--- config.mk ---
export PLATFORM = sky130hd
export DESIGN_NAME = afifo_wr_arbiter
export DESIGN_NICKNAME = d
export VERILOG_FILES = /design/src/rtl/afifo_pkg.sv /design/src/rtl/rr_picker.sv /design/src/rtl/afifo_wr_arbiter.sv
export SDC_FILE = /design/constraint.sdc
export NUM_CORES = 1
export LEC_CHECK = 0
export ABC_AREA = 1
export CAP_MARGIN = 20
export CORE_ASPECT_RATIO = 0.5
export CORE_MARGIN = 4
export CORE_UTILIZATION = 40
export CTS_CLUSTER_SIZE = 14
export DETAILED_ROUTE_END_ITERATION = 12
export PLACE_DENSITY = 0.8
export SLEW_MARGIN = 0
export SYNTH_ARGS = -nofsm -noshare
export SYNTH_HDL_FRONTEND = slang
export SYNTH_HIERARCHICAL = 1
export SYNTH_SLANG_ARGS = --single-unit
--- constraint.sdc ---
create_clock -name wr_clk -period 2.8 [get_ports wr_clk]
set_clock_uncertainty 0.05 [all_clocks]
set_input_delay 0.28 -clock wr_clk [delete_from_list [all_inputs] [get_ports wr_clk]]
set_output_delay 0.28 -clock wr_clk [all_outputs]
set_load 0.02 [all_outputs]
--- src/rtl/afifo_pkg.sv ---
// Shared types and width helpers for the async FIFO read/write schedulers.
package afifo_pkg;

  typedef enum logic [0:0] {
    IDLE  = 1'b0,
    BURST = 1'b1
  } state_e;

  // Width of a requester index; a single requester still needs one bit.
  function automatic int grant_width(input int nreq);
    return (nreq > 1) ? $clog2(nreq) : 1;
  endfunction

  function automatic int count_width(input int max_burst);
    return $clog2(max_burst + 1);
  endfunction

endpackage

--- src/rtl/rr_picker.sv ---
// Combinational round-robin picker: first set request bit after the last winner.
module rr_picker #(
  parameter int NREQ = 4,
  parameter int GW   = 2
) (
  input  logic [NREQ-1:0] req,
  input  logic [GW-1:0]   last,
  output logic [GW-1:0]   winner,
  output logic            any_req
);

  logic          found;
  logic [GW-1:0] idx;

  // Scan starts one past the last winner, so the previous grantee is considered last.
  always_comb begin
    winner = '0;
    found  = 1'b0;
    idx    = '0;
    for (int k = 1; k <= NREQ; k++) begin
      idx = GW'((int'(last) + k) % NREQ);
      if (!found && req[idx]) begin
        winner = idx;
        found  = 1'b1;
      end
    end
  end

  assign any_req = |req;

endmodule

--- src/rtl/afifo_wr_arbiter.sv ---
// Write-side scheduler: shares one async-FIFO write port among NREQ requesters
// with round-robin burst grants, honouring wr_full without dropping words.
module afifo_wr_arbiter
  import afifo_pkg::*;
#(
  parameter int DSIZE     = 8,
  parameter int NREQ      = 4,
  parameter int MAX_BURST = 4,
  localparam int GW       = grant_width(NREQ),
  localparam int CW       = count_width(MAX_BURST)
) (
  input  logic                  wr_clk,
  input  logic                  wr_rst,
  input  logic [NREQ-1:0]       req_valid,
  input  logic [NREQ*DSIZE-1:0] req_data,
  output logic [NREQ-1:0]       req_ready,
  input  logic                  wr_full,
  output logic                  wr_inc,
  output logic [DSIZE-1:0]      wr_data,
  output logic [GW-1:0]         grant_id,
  output logic                  busy
);

  // Handshake: a word moves on a wr_clk edge where req_valid[i] & req_ready[i];
  // the requester holds req_data stable until then, and ready never depends
  // on anything but the registered grant, that requester's valid and wr_full.

  localparam logic [CW-1:0] LAST_CNT = CW'(MAX_BURST - 1);

  state_e        state_q, state_d;
  logic [GW-1:0] grant_q, grant_d;
  logic [GW-1:0] rr_q, rr_d;
  logic [CW-1:0] count_q, count_d;

  logic [GW-1:0] winner;
  logic          any_req;
  logic          granted_valid;

  rr_picker #(
    .NREQ (NREQ),
    .GW   (GW)
  ) u_picker (
    .req     (req_valid),
    .last    (rr_q),
    .winner  (winner),
    .any_req (any_req)
  );

  assign granted_valid = req_valid[grant_q];

  always_comb begin
    state_d = state_q;
    grant_d = grant_q;
    rr_d    = rr_q;
    count_d = count_q;
    case (state_q)
      IDLE: begin
        // wr_full is ignored here on purpose: the grant is taken and the burst stalls.
        if (any_req) begin
          grant_d = winner;
          rr_d    = winner;
          count_d = '0;
          state_d = BURST;
        end
      end
      BURST: begin
        if (!granted_valid) begin
          state_d = IDLE;
          count_d = '0;
        end else if (!wr_full) begin
          if (count_q == LAST_CNT) begin
            state_d = IDLE;
            count_d = '0;
          end else begin
            count_d = count_q + 1'b1;
          end
        end
      end
      default: state_d = IDLE;
    endcase
  end

  always_ff @(posedge wr_clk or posedge wr_rst) begin
    if (wr_rst) begin
      state_q <= IDLE;
      grant_q <= '0;
      rr_q    <= GW'(NREQ - 1);
      count_q <= '0;
    end else begin
      state_q <= state_d;
      grant_q <= grant_d;
      rr_q    <= rr_d;
      count_q <= count_d;
    end
  end

  assign busy      = (state_q == BURST);
  assign grant_id  = grant_q;
  assign wr_inc    = busy & granted_valid & ~wr_full;
  assign req_ready = wr_inc ? (NREQ'(1) << grant_q) : '0;
  assign wr_data   = busy ? req_data[grant_q*DSIZE +: DSIZE] : '0;

endmodule

==> flow_summary.toml <==
[run_status]
run_status = "finished clean"

[die]
placementRows = 12
core-area_um2 = 2370
design.die.area_um2 = 3610
die_x_um = 81.1
die_h_um = 44.5
initial_utilization_pct = 45.0
ios = 55

[clock_tree]
cts-htree-levels = 1
tritoncts = "built"
cts-buffers-inserted = 3
tritoncts_num_sinks = 8
path_clk_slew_ns = 0.04
cts_root_buffer = "clkbuf_8"
cts_hold_fix_bufs = 0
clkLatencyLatePin_ns = 0.23
clk_path_buf_depth = 2
cts_resized = 0
post_cts.repair.setup_buffers = 0

[setup_path]
critPathMostFrequentCell = "nand2_1"
ff2ff_setup_slack_ns = 1.15
critPathMaxFanout = 4
cpPeakStageDelay_ns = 0.60
start_kind = "primary input"
worst-endpoint-arrival_ns = 2.03
cp_top_family = "buffers and inverters"
critPathRequiredTime_ns = 2.47
reg2reg_to = "grant_id[0]"
crit-reg2reg-launch = "rr_q[0]"
critical_path_buf_inv_count = 3
cp_num_cells = 10
path_class = "in -> out"
cp_cell_sequence = "clkdlybuf4s50_1 -> nand2_1 -> nand2_1 -> nand2_1 -> nand2_4 -> nand2_4 -> nor2_4 -> inv_2 -> nor2_2 -> clkdlybuf4s50_1"
r2r.worst_path.cells = 11
slowest_stage = "clkdlybuf4s50_1"
critPathCaptureType = "primary output"
crit_start = "req_valid[2]"

[timing]
min_period_ns = 2.36
finalSetupViolations = 0
drv_slew = 0
hold_viol_final = 0
timing.max_slew.rel_slack_pct = 81.2
min_period_over_period_pct = 84.3
rsz0062_at_grt = "false"
fin_setup_tns_ns = 0
fmax_mhz = 424
worstMarginPinSlew_ns = 0.281

[synth]
parity_gate_share_of_the_synthesized_area_counting_xor_and_xnor_cells_pct = 0
ys_top_cells_by_area = "nand3_1 17%, nand2_1 17%, dfrtp_1 14%"
synth_area_leader_cell = "nand3_1"
synth_top_family_by_area = "simple AND/OR/NAND/NOR gates"
number_of_warnings_reported_in_the_yosys_synthesis_log = 6
synth_fa_ha_area_share_pct = 1.17
synth_enable_flop_cells = 0
syn-num-nets = 208
synthArstFlopShare_pct = 100
synth.mux.area_fraction_pct = 0
dominantRegCellSynth = "dfrtp_1"
ys_ff_latch = 8
synthDominantCellAreaShare_pct = 17.4
synth_sequential_area_ratio_pct = 19.0
synthDistinctLibCells = 25
synth_compound_area_share_pct = 10.2
synth_cells = 168
synth_simple_gate_area_share_pct = 57.8
syn-mean-instance-area_um2 = 6.35
synthesis.area_um2 = 1070

[detailed_routing]
drt_pre_antenna_iters = 5
number_of_vias_in_the_routed_layout = 1288
vias_per_cell = 5.03
initialDrtViolationCount = 31
route.final.wire_length_um = 3240
detail_route.drc_violations = 0
ant_nets = 0
route.detailed.wl_per_inst_um = 12.7

[min_path]
worstHoldPathType = "in -> async"

[global_routing]
first_global_vias = 1125
grt.total_usage_pct = 18.1
grt_max_degree = 22
grt_overflow_total = 0
grt_pass1_wl_um = 5160
antenna_found_initial = 0

[place]
post_detailed_placement_half_perimeter_wirelength_um = 2590
placement.io_buffers = 54
gp_routability_congestion = 0.832

[finish]
mostFrequentLayoutCell = "clkdlybuf4s50_1"
area_delta_synth_final_pct = 56.4
fin_nets = 262
num_antenna_cells = 0
mostFrequentLayoutCells = "54 x clkdlybuf4s50_1, 47 x nand2_1, 37 x nand3_1"
layout-drive-gt1-share_pct = 16.7

[power]
p_per_area_nw_per_um2 = 1030
total_leakage_power_nw = 0.734
worst_ir_drop_vdd_mv = 0.666
design_power_total_w = 0.00171

[run]
cap_violations = 0
-- routing by layer --
layer	GRT usage, %	part of all wire [%]	wire length [um]	vias up
met1	23.2	47	1510	583
met4	3.03	0	0	0
met2	33.1	48	1540	40
met3	2.44	5.6	183	0
li1	-	-	-	665
met5	0	0	0	-
-- report_power, final --
part | switching [W] | internal (W)
Sequential | 0.0000659 | 0.000175
Combinational | 0.000800 | 0.000530
Clock | 0.0000447 | 0.0000986
-- kinds of logic after synthesis --
logic type / after synthesis
flops: 8
fa+ha+maj: 1
simple gates: 118
buf+inv: 26
compound gates: 15
-- state kept, by name, summed over array words and instances, names as in the netlist --
name      cells
grant_id      2
busy          1
rr_q          2
count_q       3
-- per-stage QoR --
step,util [%],instance area [um^2],hold WS [ns],setup slack [ns],instances
floorplan,-,1070,0.0442,1.06,168
global placement,68.5,1620,0.430,0.452,252
detailed placement,68.5,1620,0.434,0.431,252
CTS,70.4,1670,0.250,0.427,256
global route,70.4,1670,0.284,0.324,256
finish,70.4,1670,0.241,0.440,256
-- Yosys cell counts (2+ instances only) --
library cell,count
nand2_1,47
nand3_1,37
inv_1,13
nand2_2,10
a41oi_1,8
buf_2,7
nand2_4,7
dfrtp_1,6
nor2_1,6
nor2_2,4
o21ai_0,4
inv_2,3
buf_6,2
dfstp_2,2
nand4_1,2
-- worst max-delay path by stage --
stage                   endpoint
finish              req_ready[1]
CTS                 req_ready[1]
floorplan             wr_data[0]
global route        req_ready[3]
detailed placement  req_ready[1]
global placement    req_ready[2]
-- layout make-up --
type	instances	area, um^2
Clock buffer	4	45.0
Multi-Input combinational cell	134	738
Inverter	17	68.8
Timing Repair Buffer	58	571
Tap cell	35	43.8
Sequential cell	8	203
Fill cell	217	703
(Power assumes the default switching activity.)
